==> config.mk <==
export PLATFORM = sky130hd
export DESIGN_NAME = id_ex_stage_flat
export DESIGN_NICKNAME = d
export VERILOG_FILES = /design/src/rtl/core_pkg.sv /design/src/rtl/id_ex_stage_if.sv /design/src/rtl/id_ex_stage_hazard_detect.sv /design/src/rtl/id_ex_stage.sv /design/src/flat_wrapper.sv
export SDC_FILE = /design/constraint.sdc
export NUM_CORES = 1
export LEC_CHECK = 0
export BUFFER_PORTS_ARGS = -buffer_cell sky130_fd_sc_hd__buf_2
export CAP_MARGIN = 40
export CORE_UTILIZATION = 47
export DETAILED_ROUTE_END_ITERATION = 7
export HOLD_SLACK_MARGIN = 0.08
export PLACE_DENSITY_LB_ADDON = 0.05
export SYNTH_ARGS = -nofsm -noshare
export SYNTH_HDL_FRONTEND = slang
export SYNTH_SLANG_ARGS = --single-unit
==> constraint.sdc <==
create_clock -name clk_i -period 2.9 [get_ports clk_i]
set_clock_uncertainty 0.15 [all_clocks]
set_input_delay 0.145 -clock clk_i [delete_from_list [all_inputs] [get_ports clk_i]]
set_output_delay 0.145 -clock clk_i [all_outputs]
set_load 0.005 [all_outputs]
==> src/rtl/core_pkg.sv <==
// Shared ID/EX definitions: control-bit positions, the all-zero bubble control word,
// and the state encoding of the multiply-occupancy FSM.
package core_pkg;

    localparam int WB_REGWRITE = 0;
    localparam int WB_MEMTOREG = 1;
    localparam int M_MEMREAD   = 0;
    localparam int M_MEMWRITE  = 1;
    localparam int EX_ALUSRC   = 0;
    localparam int EX_REGDST   = 3;

    typedef struct packed {
        logic [1:0] wb;
        logic [1:0] m;
        logic [3:0] ex;
    } ctrl_t;

    // Zero WB/M control makes a slot invisible to forwarding, memory and writeback.
    localparam ctrl_t BUBBLE_CTRL = '0;

    typedef enum logic {
        RUN      = 1'b0,
        MUL_BUSY = 1'b1
    } state_t;

endpackage

==> src/rtl/id_ex_stage_if.sv <==
// ID/EX stage bundle: decoded instruction from ID in, registered slot to forwarding/EX out.
// master = decode side driving ID fields; slave = the id_ex_stage register.
interface id_ex_stage_if #(
    parameter int CNT_W = 16
);
    logic [4:0]       IF_ID_rs_i;
    logic [4:0]       IF_ID_rt_i;
    logic [4:0]       IF_ID_rd_i;
    logic [31:0]      RS_data_i;
    logic [31:0]      RT_data_i;
    logic [31:0]      imm_i;
    logic [1:0]       WB_i;
    logic [1:0]       M_i;
    logic [3:0]       EX_i;
    logic             mul_i;
    logic             flush_i;
    logic [4:0]       ID_EX_rs_o;
    logic [4:0]       ID_EX_rt_o;
    logic [4:0]       ID_EX_rd_o;
    logic [31:0]      ID_EX_RS_data_o;
    logic [31:0]      ID_EX_RT_data_o;
    logic [31:0]      ID_EX_imm_o;
    logic [1:0]       ID_EX_WB_o;
    logic [1:0]       ID_EX_M_o;
    logic [3:0]       ID_EX_EX_o;
    logic             ID_EX_valid_o;
    logic             stall_o;
    logic             ex_hold_o;
    logic [CNT_W-1:0] bubble_cnt_o;

    modport master (
        output IF_ID_rs_i, IF_ID_rt_i, IF_ID_rd_i, RS_data_i, RT_data_i, imm_i,
               WB_i, M_i, EX_i, mul_i, flush_i,
        input  ID_EX_rs_o, ID_EX_rt_o, ID_EX_rd_o, ID_EX_RS_data_o, ID_EX_RT_data_o,
               ID_EX_imm_o, ID_EX_WB_o, ID_EX_M_o, ID_EX_EX_o, ID_EX_valid_o,
               stall_o, ex_hold_o, bubble_cnt_o
    );

    modport slave (
        input  IF_ID_rs_i, IF_ID_rt_i, IF_ID_rd_i, RS_data_i, RT_data_i, imm_i,
               WB_i, M_i, EX_i, mul_i, flush_i,
        output ID_EX_rs_o, ID_EX_rt_o, ID_EX_rd_o, ID_EX_RS_data_o, ID_EX_RT_data_o,
               ID_EX_imm_o, ID_EX_WB_o, ID_EX_M_o, ID_EX_EX_o, ID_EX_valid_o,
               stall_o, ex_hold_o, bubble_cnt_o
    );
endinterface

==> src/rtl/id_ex_stage_hazard_detect.sv <==
// Load-use hazard detection against the load currently held in ID/EX.
// Latency: combinational. Backpressure: stall requested whole multiply occupancy, or on load-use unless flushed.
module hazard_detect
    import core_pkg::*;
(
    input  logic       ex_valid,
    input  logic       ex_memread,
    input  logic [4:0] ex_rt,
    input  logic [4:0] id_rs,
    input  logic [4:0] id_rt,
    input  logic       flush,
    input  logic       busy,
    output logic       lu,
    output logic       stall
);

    // $0 never carries a real dependency, so a load into it is ignored.
    assign lu    = ex_valid & ex_memread & (ex_rt != 5'd0) &
                   ((ex_rt == id_rs) | (ex_rt == id_rt));
    assign stall = busy | (lu & ~flush);

endmodule

==> src/rtl/id_ex_stage.sv <==
// ID/EX pipeline register with load-use bubble insertion and saturating bubble counter.
// Latency: 1 cycle ID->EX. Backpressure: stall_o holds PC/IF-ID; with ID_EX_MUL_STALL_EN a multiply
// holds this stage (and EX/MEM via ex_hold_o) for MUL_LAT cycles total.
module id_ex_stage
    import core_pkg::*;
#(
    parameter int MUL_LAT = 3,
    parameter int CNT_W   = 16
) (
    input  logic          clk_i,
    input  logic          rst_i,
    id_ex_stage_if.slave  bus
);

`ifdef ID_EX_MUL_STALL_EN
    localparam bit MUL_EN = 1'b1;
`else
    localparam bit MUL_EN = 1'b0;
`endif

    localparam logic [CNT_W-1:0] CNT_MAX = '1;

    state_t           state;
    logic [3:0]       mul_cnt;
    logic             pend_flush;
    logic [4:0]       rs_q, rt_q, rd_q;
    logic [31:0]      rs_data_q, rt_data_q, imm_q;
    ctrl_t            ctrl_q;
    logic             valid_q;
    logic [CNT_W-1:0] bubble_cnt_q;

    logic  busy, lu, stall, bubble;
    ctrl_t ctrl_in;

    assign busy    = (state == MUL_BUSY);
    assign ctrl_in = '{wb: bus.WB_i, m: bus.M_i, ex: bus.EX_i};
    // A flush that arrived while the multiply held the stage is honoured at the first advance.
    assign bubble  = lu | bus.flush_i | pend_flush;

    hazard_detect u_hazard_detect (
        .ex_valid   (valid_q),
        .ex_memread (ctrl_q.m[M_MEMREAD]),
        .ex_rt      (rt_q),
        .id_rs      (bus.IF_ID_rs_i),
        .id_rt      (bus.IF_ID_rt_i),
        .flush      (bus.flush_i),
        .busy       (busy),
        .lu         (lu),
        .stall      (stall)
    );

    always_ff @(posedge clk_i or negedge rst_i) begin
        if (!rst_i) begin
            state        <= RUN;
            mul_cnt      <= '0;
            pend_flush   <= 1'b0;
            rs_q         <= '0;
            rt_q         <= '0;
            rd_q         <= '0;
            rs_data_q    <= '0;
            rt_data_q    <= '0;
            imm_q        <= '0;
            ctrl_q       <= BUBBLE_CTRL;
            valid_q      <= 1'b0;
            bubble_cnt_q <= '0;
        end else begin
            case (state)
                RUN: begin
                    rs_q      <= bus.IF_ID_rs_i;
                    rt_q      <= bus.IF_ID_rt_i;
                    rd_q      <= bus.IF_ID_rd_i;
                    rs_data_q <= bus.RS_data_i;
                    rt_data_q <= bus.RT_data_i;
                    imm_q     <= bus.imm_i;
                    if (bubble) begin
                        ctrl_q     <= BUBBLE_CTRL;
                        valid_q    <= 1'b0;
                        pend_flush <= 1'b0;
                        if (bubble_cnt_q != CNT_MAX)
                            bubble_cnt_q <= bubble_cnt_q + 1'b1;
                    end else begin
                        ctrl_q  <= ctrl_in;
                        valid_q <= 1'b1;
                        if (MUL_EN && bus.mul_i) begin
                            state   <= MUL_BUSY;
                            mul_cnt <= 4'(MUL_LAT - 1);
                        end
                    end
                end
                MUL_BUSY: begin
                    if (bus.flush_i)
                        pend_flush <= 1'b1;
                    mul_cnt <= mul_cnt - 4'd1;
                    if (mul_cnt == 4'd1)
                        state <= RUN;
                end
                default: state <= RUN;
            endcase
        end
    end

    assign bus.ID_EX_rs_o      = rs_q;
    assign bus.ID_EX_rt_o      = rt_q;
    assign bus.ID_EX_rd_o      = rd_q;
    assign bus.ID_EX_RS_data_o = rs_data_q;
    assign bus.ID_EX_RT_data_o = rt_data_q;
    assign bus.ID_EX_imm_o     = imm_q;
    assign bus.ID_EX_WB_o      = ctrl_q.wb;
    assign bus.ID_EX_M_o       = ctrl_q.m;
    assign bus.ID_EX_EX_o      = ctrl_q.ex;
    assign bus.ID_EX_valid_o   = valid_q;
    assign bus.stall_o         = stall;
    assign bus.ex_hold_o       = MUL_EN & busy;
    assign bus.bubble_cnt_o    = bubble_cnt_q;

endmodule

==> src/flat_wrapper.sv <==
// flat-port wrapper written by rule: the top's interface ports become plain ports
module id_ex_stage_flat import core_pkg::*;
#(
    parameter int MUL_LAT = 3,
    parameter int CNT_W   = 16
)
  (clk_i, rst_i, bus_IF_ID_rs_i, bus_IF_ID_rt_i, bus_IF_ID_rd_i, bus_RS_data_i, bus_RT_data_i, bus_imm_i, bus_WB_i, bus_M_i, bus_EX_i, bus_mul_i, bus_flush_i, bus_ID_EX_rs_o, bus_ID_EX_rt_o, bus_ID_EX_rd_o, bus_ID_EX_RS_data_o, bus_ID_EX_RT_data_o, bus_ID_EX_imm_o, bus_ID_EX_WB_o, bus_ID_EX_M_o, bus_ID_EX_EX_o, bus_ID_EX_valid_o, bus_stall_o, bus_ex_hold_o, bus_bubble_cnt_o);
  id_ex_stage_if #(.CNT_W(CNT_W)) bus_i ();
  input  logic clk_i;
  input  logic rst_i;
  input wire logic [$bits(bus_i.IF_ID_rs_i)-1:0] bus_IF_ID_rs_i;
  input wire logic [$bits(bus_i.IF_ID_rt_i)-1:0] bus_IF_ID_rt_i;
  input wire logic [$bits(bus_i.IF_ID_rd_i)-1:0] bus_IF_ID_rd_i;
  input wire logic [$bits(bus_i.RS_data_i)-1:0] bus_RS_data_i;
  input wire logic [$bits(bus_i.RT_data_i)-1:0] bus_RT_data_i;
  input wire logic [$bits(bus_i.imm_i)-1:0] bus_imm_i;
  input wire logic [$bits(bus_i.WB_i)-1:0] bus_WB_i;
  input wire logic [$bits(bus_i.M_i)-1:0] bus_M_i;
  input wire logic [$bits(bus_i.EX_i)-1:0] bus_EX_i;
  input wire logic [$bits(bus_i.mul_i)-1:0] bus_mul_i;
  input wire logic [$bits(bus_i.flush_i)-1:0] bus_flush_i;
  output wire logic [$bits(bus_i.ID_EX_rs_o)-1:0] bus_ID_EX_rs_o;
  output wire logic [$bits(bus_i.ID_EX_rt_o)-1:0] bus_ID_EX_rt_o;
  output wire logic [$bits(bus_i.ID_EX_rd_o)-1:0] bus_ID_EX_rd_o;
  output wire logic [$bits(bus_i.ID_EX_RS_data_o)-1:0] bus_ID_EX_RS_data_o;
  output wire logic [$bits(bus_i.ID_EX_RT_data_o)-1:0] bus_ID_EX_RT_data_o;
  output wire logic [$bits(bus_i.ID_EX_imm_o)-1:0] bus_ID_EX_imm_o;
  output wire logic [$bits(bus_i.ID_EX_WB_o)-1:0] bus_ID_EX_WB_o;
  output wire logic [$bits(bus_i.ID_EX_M_o)-1:0] bus_ID_EX_M_o;
  output wire logic [$bits(bus_i.ID_EX_EX_o)-1:0] bus_ID_EX_EX_o;
  output wire logic [$bits(bus_i.ID_EX_valid_o)-1:0] bus_ID_EX_valid_o;
  output wire logic [$bits(bus_i.stall_o)-1:0] bus_stall_o;
  output wire logic [$bits(bus_i.ex_hold_o)-1:0] bus_ex_hold_o;
  output wire logic [$bits(bus_i.bubble_cnt_o)-1:0] bus_bubble_cnt_o;
  assign bus_i.IF_ID_rs_i = bus_IF_ID_rs_i;
  assign bus_i.IF_ID_rt_i = bus_IF_ID_rt_i;
  assign bus_i.IF_ID_rd_i = bus_IF_ID_rd_i;
  assign bus_i.RS_data_i = bus_RS_data_i;
  assign bus_i.RT_data_i = bus_RT_data_i;
  assign bus_i.imm_i = bus_imm_i;
  assign bus_i.WB_i = bus_WB_i;
  assign bus_i.M_i = bus_M_i;
  assign bus_i.EX_i = bus_EX_i;
  assign bus_i.mul_i = bus_mul_i;
  assign bus_i.flush_i = bus_flush_i;
  assign bus_ID_EX_rs_o = bus_i.ID_EX_rs_o;
  assign bus_ID_EX_rt_o = bus_i.ID_EX_rt_o;
  assign bus_ID_EX_rd_o = bus_i.ID_EX_rd_o;
  assign bus_ID_EX_RS_data_o = bus_i.ID_EX_RS_data_o;
  assign bus_ID_EX_RT_data_o = bus_i.ID_EX_RT_data_o;
  assign bus_ID_EX_imm_o = bus_i.ID_EX_imm_o;
  assign bus_ID_EX_WB_o = bus_i.ID_EX_WB_o;
  assign bus_ID_EX_M_o = bus_i.ID_EX_M_o;
  assign bus_ID_EX_EX_o = bus_i.ID_EX_EX_o;
  assign bus_ID_EX_valid_o = bus_i.ID_EX_valid_o;
  assign bus_stall_o = bus_i.stall_o;
  assign bus_ex_hold_o = bus_i.ex_hold_o;
  assign bus_bubble_cnt_o = bus_i.bubble_cnt_o;
  id_ex_stage #(.MUL_LAT(MUL_LAT), .CNT_W(CNT_W)) u_core (.clk_i(clk_i), .rst_i(rst_i), .bus(bus_i));
endmodule
# Word-level counts from Yosys, hierarchy flattened

Index checks and enable logic that the tools add are counted.

Register bits: 142
Bits in latches: 0
Memory bits (writable): 0
ROM bits: 0
Output and inout bits: 138
Memories kept: 0

$add $sub $neg: 2
Multipliers: 0
Divide/modulo/power cells: 0
Magnitude comparators: 0
Equal/unequal tests: 6
Shift operators: 0
Mux-type cells: 7
Bitwise logic cells: 10
Reductions and logical operators: 3

Operators by type and width:

| operator                | number |
|---|---|
| $add A16 B1 Y16 const B | 1 |
| $ne A16 B16 Y1 const B  | 1 |
| $eq A5 B5 Y1            | 2 |
| $mux W8                 | 1 |
| $mux W1                 | 5 |
| $reduce_bool A5 Y1      | 1 |
| $and A1 B1 Y1           | 4 |
| $eq A4 B1 Y1 const B    | 1 |
| $or A1 B1 Y1            | 4 |
| $sub A4 B1 Y4 const B   | 1 |
| $reduce_and A3 Y1       | 1 |
| $ne A2 B1 Y1 const B    | 1 |
| $ne A2 B2 Y1 const B    | 1 |
| $not A1 Y1              | 2 |
| $pmux W1 S2             | 1 |
| $reduce_and A2 Y1       | 1 |

# Longest topological paths before layout

Word-level depth: 7
Depth in mapped cells: 6
Gate-level depth less buffers: 6

# Cells and area by module

A second synthesis with hierarchy kept.

Cells, all modules: 378
Area total of the unflattened synthesis: 5640.4 um2

By module, submodules not included:

| module        | times used | cells each | area an instance (um2) |
|---|---|---|---|
| id_ex_stage   | 1          | 357        | 5477.8 |
| hazard_detect | 1          | 21         | 162.7 |

# Worst setup path before layout

No wires, ideal clock.

Path kind: reg2reg
Start point: register u_core.rt_q[1] (netlist: u_core.bus.ID_EX_rt_o[1])
End point: register u_core.bubble_cnt_q[1] (netlist: u_core.bus.bubble_cnt_o[1])
Library setup time: 0.125 ns
Arrival: 1.834 ns
Required time: 2.625 ns
Path slack: 0.790 ns
Cell stages (with the launch flop): 7
Period minus slack after synthesis: 2.110 ns
Cell sequence: dfrtp_1 -> or4_1 -> o211ai_2 -> a21o_1 -> buf_4 -> or3_4 -> mux2_4

Word-level cells in the longest chain between the ends: 6
Elaborated cells on any way between the ends: 9

RTL lines:

| item                                                      | line                                                             | source |
|---|---|---|
| start: declaration                                        | id_ex_stage.sv:26                                                | `logic [4:0] rs_q, rt_q, rd_q;` |
| start signal: assignment                                  | id_ex_stage.sv:70                                                | `rt_q <= bus.IF_ID_rt_i;` |
| $eq A5 B5 Y1 / $reduce_bool A5 Y1 (equally long branches) | id_ex_stage_hazard_detect.sv:19, id_ex_stage_hazard_detect.sv:18 |  |
| $or A1 B1 Y1 / $and A1 B1 Y1 (equally long branches)      | id_ex_stage_hazard_detect.sv:19, id_ex_stage_hazard_detect.sv:18 |  |
| $and A1 B1 Y1 *                                           | id_ex_stage_hazard_detect.sv:18                                  | `assign lu = ex_valid & ex_memread & (ex_rt != 5'd0) &` |
| $or A1 B1 Y1 * (2 in series)                              | id_ex_stage.sv:38                                                | `assign bubble = lu \| bus.flush_i \| pend_flush;` |
| $reduce_and A3 Y1 (no line) *                             | n/a                                                              |  |
| end signal: assignment                                    | id_ex_stage.sv:80                                                | `bubble_cnt_q <= bubble_cnt_q + 1'b1;` |
| end: declaration                                          | id_ex_stage.sv:30                                                | `logic [CNT_W-1:0] bubble_cnt_q;` |

Mark *: on every way between the ends. The rest lies on a longest branch, timed or not.
A chain may end at the register's enable or synchronous reset.

# Worst setup path in the final report

Start point: register u_core.rt_q[2] (netlist: u_core.bus.ID_EX_rt_o[2])
End point: output bus_stall_o

Word-level cells in the longest chain between the ends: 5
Elaborated cells on any way between the ends: 8

RTL lines:

| item                                                      | line                                                             | source |
|---|---|---|
| $eq A5 B5 Y1 / $reduce_bool A5 Y1 (equally long branches) | id_ex_stage_hazard_detect.sv:19, id_ex_stage_hazard_detect.sv:18 |  |
| $or A1 B1 Y1 / $and A1 B1 Y1 (equally long branches)      | id_ex_stage_hazard_detect.sv:19, id_ex_stage_hazard_detect.sv:18 |  |
| $and A1 B1 Y1 *                                           | id_ex_stage_hazard_detect.sv:18                                  |  |
| $and A1 B1 Y1 *                                           | id_ex_stage_hazard_detect.sv:20                                  | `assign stall = busy \| (lu & ~flush);` |
| $or A1 B1 Y1 *                                            | id_ex_stage_hazard_detect.sv:20                                  |  |
| end: declaration                                          | flat_wrapper.sv:32                                               | `output wire logic [$bits(bus_i.stall_o)-1:0] bus_stall_o;` |

Marks and branches as above.

==> summary.txt <==
Clocking
  • Hold-fix buffer count after cts: 121
  • Clock Latency Late Sink: 0.41 ns
  • CTS sink cnt: 142
  • CTS Root Cell: clkbuf_16
  • Post-CTS sizing: 0
  • TritonCTS clock tree: built
  • Setup bufs post-CTS: 0
  • TritonCTS Buffers: 17
  • Clock Tree Buf Depth: 2
  • H-Tree Depth: 4
  • CTS clock-pin slew for the worst setup and hold paths: 0.05 ns

Synthesis
  • Largest cells by area after synthesis: dfrtp_1 (63%), mux2_2 (22%), xnor2_1 (2.6%)
  • Largest area contributor in the netlist: dfrtp_1
  • Post-synth EDFFs: 0
  • Post-Synthesis Cell Area: 5670 um2
  • Sequential-to-total area share from yosys stat: 62.7%
  • Count of state elements after synthesis: 142
  • Top cell type's share of synthesized area: 62.7%
  • Syn Inst Count: 391
  • Syn avg cell area: 14.5 um2
  • YS warnings: 0
  • Synth Flop Type: dfrtp_1
  • Distinct cells, synth: 36
  • Syn Nets: 517
  • Async set-reset flop share out of synthesis: 100%

Setup path
  • Slowest CP cell: dfrtp_1
  • Max Fanout on Critical Path: 5
  • Worst path cell trace: xnor2_1 -> nand3_1 -> o22a_2 -> o31ai_1 -> buf_2
  • Worst setup SP type: flop
  • Reg-to-reg startpoint: u_core.bus.ID_EX_rt_o[2]
  • Setup crit end kind: primary output
  • CP startpoint: u_core.bus.ID_EX_rt_o[2]
  • WP data required: 2.61 ns
  • Worst path top cell family by delay: compound AO/OA/AOI/OAI gates
  • CP max stage delay: 0.44 ns
  • Crit path DAT: 1.93 ns
  • Setup CP Type: reg -> out
  • Buf/Inv on CP: 1

Timing
  • Slew HR: 58.4%
  • RSZ-0062 raised after global routing: no
  • Final hold violations: 0
  • Slew Viols, Final: 0
  • Fin Hold WS: 0.145 ns
  • # setup viols final: 0
  • Crit share post-route: 76.8%
  • Crit path time final: 2.23 ns
  • Tightest Pin Transition: 0.619 ns
  • Setup TNS: 0 ns
  • Fmax: 0.449 GHz

Detailed routing
  • Routed Antenna Nets: 0
  • WL final: 15.4 mm
  • Drt initial violations: 182
  • 1st-pass router iterations: 7
  • Via density: 4.92
  • Drt wl/cell: 16.5 um
  • Drt drc: 10
  • Vias: 4583

Final layout
  • Design area: 8920 um2
  • Most common cell after layout, fill and taps aside: buf_2
  • Most frequent cells in the layout: buf_2 (257), dfrtp_1 (141), dlygate4sd3_1 (121), mux2_2 (111), nand2_1 (24)
  • Diode count: 0
  • Share of layout cells above drive strength 1: 52.2%
  • Finished Layout Cells: 932
  • Layout Area Growth over Synthesis: 57.3%
  • Fin nets: 902
  • FILL cells: 753

Die
  • Die width: 112 um
  • Die area: 12500 um2
  • FP Rows: 39
  • Die Ht: 112 um
  • I/O pin count: 261
  • Core footprint: 11600 um2
  • Initial core utilization: 49.0%

Power
  • Cell Pwr Density: 562 nW/um2
  • Max VDD drop: 0.000459 V
  • Leakage: 4.25 nW

Global route
  • Number of antenna violations at the first check in global routing: 0
  • First-pass GRT wire length: 25.2 mm
  • Pin count of the biggest net entering global routing: 80
  • GR Overflow Total: 0
  • Total track usage: 26.4%
  • Vias in the first global route: 5035

Place
  • Number of port buffers: 258
  • Detail Placement HPWL: 9.59 mm
  • Dpl cells: 779
  • DP Area: 7120 um2
  • GPL Wtd Cong: 0.895

Run
  • Maxcap violations: 0

Run status
  • Status: complete, but fails checks
  • Failing checks: DRC

Hold path
  • Hold crit path type: in -> async
## sequential cells by signal (all words and copies together), names as in the netlist
signal	cells
u_core.bus.ID_EX_EX_o	4
u_core.bus.ID_EX_M_o	2
u_core.bus.ID_EX_RS_data_o	32
u_core.bus.ID_EX_RT_data_o	32
u_core.bus.ID_EX_WB_o	2
u_core.bus.ID_EX_imm_o	32
u_core.bus.ID_EX_rd_o	5
u_core.bus.ID_EX_rs_o	5
u_core.bus.ID_EX_rt_o	5
u_core.bus.ID_EX_valid_o	1
u_core.bus.bubble_cnt_o	16
u_core.busy	1
u_core.mul_cnt	4
u_core.pend_flush	1
## cell usage after synthesis (2+ instances only)
cell / instances
nand4_1: 6
o21ai_0: 10
and3_1: 3
clkbuf_1: 11
xor2_1: 11
nand2_1: 24
buf_4: 3
buf_1: 4
xnor2_1: 17
a21oi_1: 2
inv_1: 4
dfrtp_1: 142
nor4_1: 6
nor2_1: 6
nand3_1: 6
nor4b_1: 3
and4_1: 2
ha_1: 3
mux2_2: 111
## kinds of logic (layout without fill, tap and decap cells)
logic type / after synthesis / after routing / share of synthesized area, %
simple gates: 62 / 62 / 5.80
buf+inv: 23 / 421 / 1.85
other cells: 1 / 1 / 0.0661
fa+ha+maj: 3 / 3 / 0.662
xor+xnor: 28 / 28 / 4.32
compound gates: 19 / 19 / 2.16
mux: 113 / 113 / 22.5
flops: 142 / 142 / 62.7
## metrics by stage
step           power [W]  setup WS (ns)  util [%]
2_1_floorplan    0.00247          0.790         -
3_3_place_gp     0.00277          0.738      61.6
5_1_grt          0.00523          0.530      77.1
3_5_place_dp     0.00279          0.716      61.6
6_report         0.00501          0.673      77.1
4_1_cts          0.00506          0.638      77.1
## per-layer routing
metal,vias to the layer above,global-route usage (%),part of all wire (%)
li1,2141,-,-
met1,2248,29.3,38
met2,170,46.5,54
met3,24,7.68,6.3
met4,0,12.3,2.2
met5,-,0,0
## where the power goes
group,total [W],leakage (nW),internal [W],switching [W]
Sequential,0.00224,1.69,0.00212,0.000121
Clock,0.00212,0.287,0.00131,0.000805
Combinational,0.000652,2.27,0.000391,0.000261
## final timing paths
check | to | slack, ns | cells after the start
min reg2reg | u_core.mul_cnt[3] | 0.33 | 1
max reg2reg | u_core.bus.bubble_cnt_o[1] | 0.68 | 5
min | u_core.bus.ID_EX_RS_data_o[0] | 0.15 | 2
max in group asynchronous | u_core.busy | 1.63 | 3
max | bus_stall_o | 0.67 | 5
min in group clk_i | u_core.mul_cnt[3] | 0.33 | 1
## cell type report
type	count	area [um2]	area share (%)
multi-input cells	226	2010	22.6
flip-flops and latches	142	3560	39.9
inverters	4	15.0	0.168
clock buffers	23	508	5.70
clock inverters	9	81.3	0.912
repair buffers	385	2570	28.8
well taps	143	179	2.01
Power figures use the tool's default switching activity.
